<file path="src/rtl/clkdiv_cfg_ctrl.sv">
// Glitch-free run-time ratio/enable sequencer for the integer clock divider.
// Gates the divider on a divided-clock falling edge, loads the new ratio, then re-enables it.
module clkdiv_cfg_ctrl #(
  parameter int DIVIDED_RATIO_WIDTH = 4,
  parameter int DEFAULT_RATIO       = 1,
  parameter int GUARD_CYCLES        = 2,
  parameter int TIMEOUT_CYCLES      = 32
) (
  input  logic                           i_ref_clk,
  input  logic                           i_rst_n,
  input  logic                           i_cfg_valid,
  output logic                           o_cfg_ready,
  input  logic [DIVIDED_RATIO_WIDTH-1:0] i_cfg_ratio,
  input  logic                           i_cfg_en,
  input  logic                           i_div_clk,
  output logic                           o_clk_en,
  output logic [DIVIDED_RATIO_WIDTH-1:0] o_div_ratio,
  output logic                           o_busy,
  output logic                           o_done,
  output logic                           o_err,
  output logic                           o_timeout
);

  localparam int W  = DIVIDED_RATIO_WIDTH;
  localparam int WW = $clog2(TIMEOUT_CYCLES + 1);
  localparam int GW = 4;

  localparam logic [W-1:0]  RATIO_RST = W'(DEFAULT_RATIO);
  localparam logic [W-1:0]  RATIO_ONE = W'(1);
  localparam logic [WW-1:0] WAIT_LAST = WW'(TIMEOUT_CYCLES - 1);
  localparam logic [GW-1:0] GATE_LAST = GW'(GUARD_CYCLES - 1);

  typedef enum logic [2:0] {
    IDLE,
    WAIT_EDGE,
    GATE,
    LOAD,
    ENABLE
  } state_t;

  state_t          state, state_d;
  logic            div_clk_q;
  logic [WW-1:0]   wait_cnt, wait_cnt_d;
  logic [GW-1:0]   gate_cnt, gate_cnt_d;
  logic [W-1:0]    cap_ratio, cap_ratio_d;
  logic            cap_en, cap_en_d;
  logic            clk_en_d, done_d, err_d, timeout_d;
  logic [W-1:0]    ratio_d;
  logic            accept, fall;

  assign accept = i_cfg_valid & o_cfg_ready;
  assign fall   = div_clk_q & ~i_div_clk;

  always_comb begin
    state_d     = state;
    wait_cnt_d  = wait_cnt;
    gate_cnt_d  = gate_cnt;
    cap_ratio_d = cap_ratio;
    cap_en_d    = cap_en;
    clk_en_d    = o_clk_en;
    ratio_d     = o_div_ratio;
    done_d      = 1'b0;
    err_d       = 1'b0;
    timeout_d   = o_timeout;
    case (state)
      IDLE: begin
        wait_cnt_d = '0;
        gate_cnt_d = '0;
        if (accept) begin
          if (i_cfg_ratio == '0) begin
            err_d = 1'b1;
          end else begin
            timeout_d   = 1'b0;
            cap_ratio_d = i_cfg_ratio;
            cap_en_d    = i_cfg_en;
            // At ratio 1 the divider output is combinational, so there is no edge to wait for.
            if (!o_clk_en)                     state_d = LOAD;
            else if (o_div_ratio == RATIO_ONE) state_d = GATE;
            else                               state_d = WAIT_EDGE;
          end
        end
      end
      WAIT_EDGE: begin
        wait_cnt_d = wait_cnt + 1'b1;
        if (fall) begin
          clk_en_d = 1'b0;
          state_d  = GATE;
        end else if (wait_cnt == WAIT_LAST) begin
          clk_en_d  = 1'b0;
          timeout_d = 1'b1;
          state_d   = GATE;
        end
      end
      GATE: begin
        // Guard cycles count only once the enable is actually low (bypass entry drops it here).
        if (o_clk_en)                   clk_en_d   = 1'b0;
        else if (gate_cnt == GATE_LAST) state_d    = LOAD;
        else                            gate_cnt_d = gate_cnt + 1'b1;
      end
      LOAD: begin
        ratio_d = cap_ratio;
        state_d = ENABLE;
      end
      ENABLE: begin
        clk_en_d = cap_en;
        done_d   = 1'b1;
        state_d  = IDLE;
      end
      default: state_d = IDLE;
    endcase
  end

  always_ff @(posedge i_ref_clk or negedge i_rst_n) begin
    if (!i_rst_n) begin
      state       <= IDLE;
      div_clk_q   <= 1'b0;
      wait_cnt    <= '0;
      gate_cnt    <= '0;
      cap_ratio   <= RATIO_RST;
      cap_en      <= 1'b0;
      o_cfg_ready <= 1'b1;
      o_clk_en    <= 1'b0;
      o_div_ratio <= RATIO_RST;
      o_busy      <= 1'b0;
      o_done      <= 1'b0;
      o_err       <= 1'b0;
      o_timeout   <= 1'b0;
    end else begin
      state       <= state_d;
      div_clk_q   <= i_div_clk;
      wait_cnt    <= wait_cnt_d;
      gate_cnt    <= gate_cnt_d;
      cap_ratio   <= cap_ratio_d;
      cap_en      <= cap_en_d;
      o_cfg_ready <= (state_d == IDLE);
      o_clk_en    <= clk_en_d;
      o_div_ratio <= ratio_d;
      o_busy      <= (state_d != IDLE);
      o_done      <= done_d;
      o_err       <= err_d;
      o_timeout   <= timeout_d;
    end
  end

endmodule

</file>
<file path="config.mk">
export PLATFORM = sky130hd
export DESIGN_NAME = clkdiv_cfg_ctrl
export DESIGN_NICKNAME = d
export VERILOG_FILES = /design/src/rtl/clkdiv_cfg_ctrl.sv
export SDC_FILE = /design/constraint.sdc
export NUM_CORES = 1
export LEC_CHECK = 0
export CORE_ASPECT_RATIO = 1.2
export CORE_UTILIZATION = 55
export CTS_BUF_LIST = sky130_fd_sc_hd__clkbuf_16
export DETAILED_ROUTE_END_ITERATION = 6
export PLACE_DENSITY = 0.8
export SYNTH_ARGS = -nofsm -noshare
export SYNTH_HDL_FRONTEND = slang
export SYNTH_SLANG_ARGS = --single-unit
</file>
<file path="constraint.sdc">
create_clock -name i_ref_clk -period 4.4 [get_ports i_ref_clk]
set_input_delay 1.1 -clock i_ref_clk [delete_from_list [all_inputs] [get_ports i_ref_clk]]
set_output_delay 1.1 -clock i_ref_clk [all_outputs]
set_load 0.01 [all_outputs]
</file>
* Word level (Yosys, flattened, before mapping)
Cells that the tools add are included.
Storage, ports and cells: output and inout bits 10, word-level logic and storage cells 69, bits in registers 29, input port bits 9
Cells by class: equality and inequality tests 14, bitwise gates (word level) 4, $add $sub $neg 2, reduce and logical (&&, ||, !) cells 11, muxes and demuxes 25
Operator list (number):
- 3-bit 2-to-1 mux | 6
- 2-bit inequality test, second input constant | 6
- 3-bit one-hot mux with 4 select lines | 1
- 6-bit one-hot mux with 2 select lines | 1
- 1-bit 2-to-1 mux | 10
- 4-bit by 1-bit == test with 1-bit output, second input constant | 2
- 4-bit 2-to-1 mux | 2
- 4-bit one-hot mux with 2 select lines | 1
- 6-bit by 1-bit adder with 6-bit output, second input constant | 1
- 3-bit by 2-bit == test with 1-bit output, second input constant | 2
- 6-bit by 5-bit == test with 1-bit output, second input constant | 1
- 3-bit zero test | 2
- 3-bit AND reduction | 2
- 3-bit nonzero test | 2
- 5-bit AND reduction | 1
- 4-bit by 1-bit adder with 4-bit output, second input constant | 1
- 4-bit zero test | 1
- 2-bit 2-to-1 mux | 2
- 2-bit nonzero test | 2
- 3-bit by 1-bit == test with 1-bit output, second input constant | 1
- 3-bit == test, second input constant | 1
- 3-bit inequality test, second input constant | 1
- 1-bit one-hot mux with 3 select lines | 1
- 1-bit bitwise AND | 2
- other kinds (3) | 4

* Longest topological paths before layout
depth after elaboration 7, gate-level depth with buffers 5, mapped depth without buffers 5

* Worst setup path before layout
OpenSTA, ideal clock, no wires.
kind input to register, start input port i_cfg_ratio[1], end register cap_ratio[1], arrival time 2182 ps, path buffers 0, setup slack 2093 ps, library setup time 125 ps, data required time 4275 ps, stages 3, cell sequence or4_1 nand4_2 mux2_2
On the way: cells in the longest elaborated chain, start to end 3
RTL lines:
- start: declaration | line 13 | input logic [DIVIDED_RATIO_WIDTH-1:0] i_cfg_ratio,
- 4-bit zero test | line 70 | if (i_cfg_ratio == '0) begin
- 1-bit NOT (no source line)
- 3-bit AND reduction (no source line)
- end signal: assignment | line 133 | cap_ratio <= cap_ratio_d;
- end: declaration | line 45 | logic [W-1:0] cap_ratio, cap_ratio_d;
Parallel ways exist; a longest one is shown, timed or not. A chain may end at the register's enable or synchronous reset.

* Worst setup path after layout
Ends and elaborated chain as after synthesis.

==> run metrics <==
vias per inst=5.92; Synth async-reset ratio=1.00; number of max-cap violations=0; Nets=160; Die Ht=58.3 um; startpoint type of the worst setup path=primary input; Synth Area in Simple Gates=0.217; H-tree depth=2; Slew Limit Headroom=0.615; Antenna Nets Post-Route=0; Compound-Gate Fraction of Synth Area=0.121; routed wire length=3010 um; vias in the first global route=1079; Slowest-stage cell, CP=or4_1; share of cells above drive strength 1=0.201; Arr. time, crit path=2.70 ns; first-pass GRT wire length=5060 um; synth warn=0; Synth Area per Inst=11.4 sq um; Synth Register Bits=29; Hold Crit Class=flop to flop; hold_ws=0.506 ns; main combinational cell family by area after synthesis=simple AND/OR/NAND/NOR gates; GRT Util Overall=0.243; largest net degree at the start of global routing=30; DR iter-0 viols=20; Worst-path clk slew=0.05 ns; DRC=0; Cell Chain, Critical Path=clkdlybuf4s50_1 > or4_1 > nand4_2 > mux2_2; Final Hold Fails=0; CTS tree=yes; Post-Syn Area=1450 sq um; status=complete, no violations; Critical Path Max Stage Delay=0.59 ns; grt ovf=0; Post-CTS Hold Fix Bufs=0; RSZ-0062 raised after global routing=false; Post-Synth XOR/XNOR Area=0; EDFF count, synth=0; Core Box Area=2530 sq um; Syn Inst Count=127; Netlist cell types=41; clk sinks=29; Reg area=729 sq um; Via Count=1078; LEAKAGE=0.760 nW; actual slew at the worst max-slew pin=0.577 ns; initial antenna violation count=0; Max Buffers Root-to-Sink=2; dpl cells=174; Critical Setup Path Class=primary input to flop; final RePlAce weighted congestion=0.757; Syn Nets=139; post-layout min period=2.55 ns; Port Buffers=18; post-CTS setup buffer count=0; pwr/cell area=650 nW/um^2; met2 WL=1480 um; HPWL after DPL=2080 um; DIE WIDTH=48.9 um; met3 WL post-DR=126 um; clk_lat worst skew=0.27 ns; Finished Layout Cells=182; Synth area leaders=dfrtp_1, mux2_2, dfstp_2, nor4bb_1, ha_1; drt wl/cell=16.5 um; fill count=185; ys flop type=dfrtp_1; Setup Skew=0.00536 ns; Multi-input gate area=683 sq um; Setup TNS=0 ns; TritonCTS buffer count=5; Ports=19; Pre-antenna DRT Iters=4; n_diodes=0; Fmax=392 MHz; multiplexer area fraction after synthesis=0.107; highest routed metal layer=met4; post-synth top area cell=dfrtp_1; Slew Limit Fails=0; CP Max Fanout=7; Core Rows=20; Seq/Total Area, Yosys=0.503; CP Capture Type=flop; starting density of the core=0.574; WL met1=1340 um; adder-cell share of the synthesized area=0.0259; Root Buffer Master=clkbuf_16; post-synth top area share=0.448; area grow syn2layout=24.0%; Req. time, crit path=4.55 ns; # setup viols final=0; die footprint=2850 sq um; fin crit share=0.580; Post-CTS Resized=0; Max VDD drop=0.441 mV
-- power by group --
group / total, mW / switching [mW] / internal [mW] / leakage (nW)
clock network: 0.314 / 0.109 / 0.204 / 0.0748
registers: 0.475 / 0.112 / 0.363 / 0.370
logic: 0.382 / 0.169 / 0.213 / 0.315
total: 1.17 / 0.391 / 0.780 / 0.760
-- logic make-up after synthesis --
logic type / after synthesis
compound gates: 22
fa+ha+maj: 3
buf+inv: 10
flops: 29
mux: 14
simple gates: 49
-- per-stage QoR --
stage	util	setup WS (ns)	power (mW)	instance area, sq um
after floorplan	-	2.09	0.707	1450
after global placement	0.657	1.63	0.834	1660
after detailed placement	0.657	1.58	0.859	1660
after CTS	0.712	1.87	1.18	1800
after global routing	0.712	1.81	1.24	1800
final	0.712	1.85	1.17	1800
-- placed cells by master (no fill, tap or decap), types with 2 or more instances in the layout --
master / n
inv_1: 6
o221ai_1: 2
clkdlybuf4s50_1: 18
o211ai_1: 2
nor2_1: 5
dfstp_2: 3
o21ai_0: 2
a211oi_1: 3
nor2b_1: 3
a21oi_1: 2
nand2b_1: 3
dfrtp_1: 26
mux2_2: 12
nor3_1: 4
clkbuf_16: 5
nor4bb_1: 4
nand3_1: 5
nand2_1: 9
clkinv_2: 2
a22o_1: 3
ha_1: 3
nor3b_1: 4
mux2i_1: 2
o41ai_1: 2
-- flip-flops by register name, indices dropped and copies added, names as in the netlist --
name,flops
o_clk_en,1
wait_cnt,6
cap_ratio,4
o_timeout,1
gate_cnt,4
o_err,1
o_done,1
o_cfg_ready,1
state,3
div_clk_q,1
o_div_ratio,4
o_busy,1
cap_en,1
-- synthesized netlist by cell type, types with 2 or more instances --
master	count
inv_1	5
dfrtp_1	26
nand3_1	5
o211ai_1	2
o41ai_1	2
clkbuf_1	4
a22o_1	3
a211oi_1	3
dfstp_2	3
mux2_2	12
nand2_1	9
nand2b_1	3
nor3b_1	4
mux2i_1	2
nor2b_1	3
o21ai_0	2
nor4bb_1	4
ha_1	3
nor3_1	4
nor2_1	5
a21oi_1	2
o221ai_1	2
-- final cells by class --
class	count	share of cell area
Tap cell	33	0.0229
Clock buffer	5	0.0695
Timing Repair Buffer	19	0.104
Clock inverter	3	0.00765
Sequential cell	29	0.405
Inverter	5	0.0104
Multi-Input combinational cell	88	0.380
-- critical path, delay by kind of cell --
kind | cells | cell delay (ns)
AND/OR/NAND/NOR | 2 | 0.81
multiplexers | 1 | 0.37
buffers and inverters | 1 | 0.42
-- worst paths after layout --
check / start / endpoint / slack, ns / depth (start not counted)
min in group asynchronous: i_rst_n / gate_cnt[2] / 1.21 / 2
max: i_cfg_ratio[1] / cap_ratio[1] / 1.85 / 4
min: cap_ratio[1] / o_div_ratio[1] / 0.51 / 1
max in group asynchronous: i_rst_n / o_div_ratio[0] / 2.89 / 2
max reg2reg: state[0] / cap_en / 2.51 / 3
min reg2reg: cap_ratio[1] / o_div_ratio[1] / 0.51 / 1
-- metal layers --
layer,global-route usage,up-vias
met1,0.301,532
met2,0.397,25
li1,-,515
met3,0.0577,6
met5,0,-
met4,0.126,0
No activity file was read; power rests on OpenSTA's default activity.
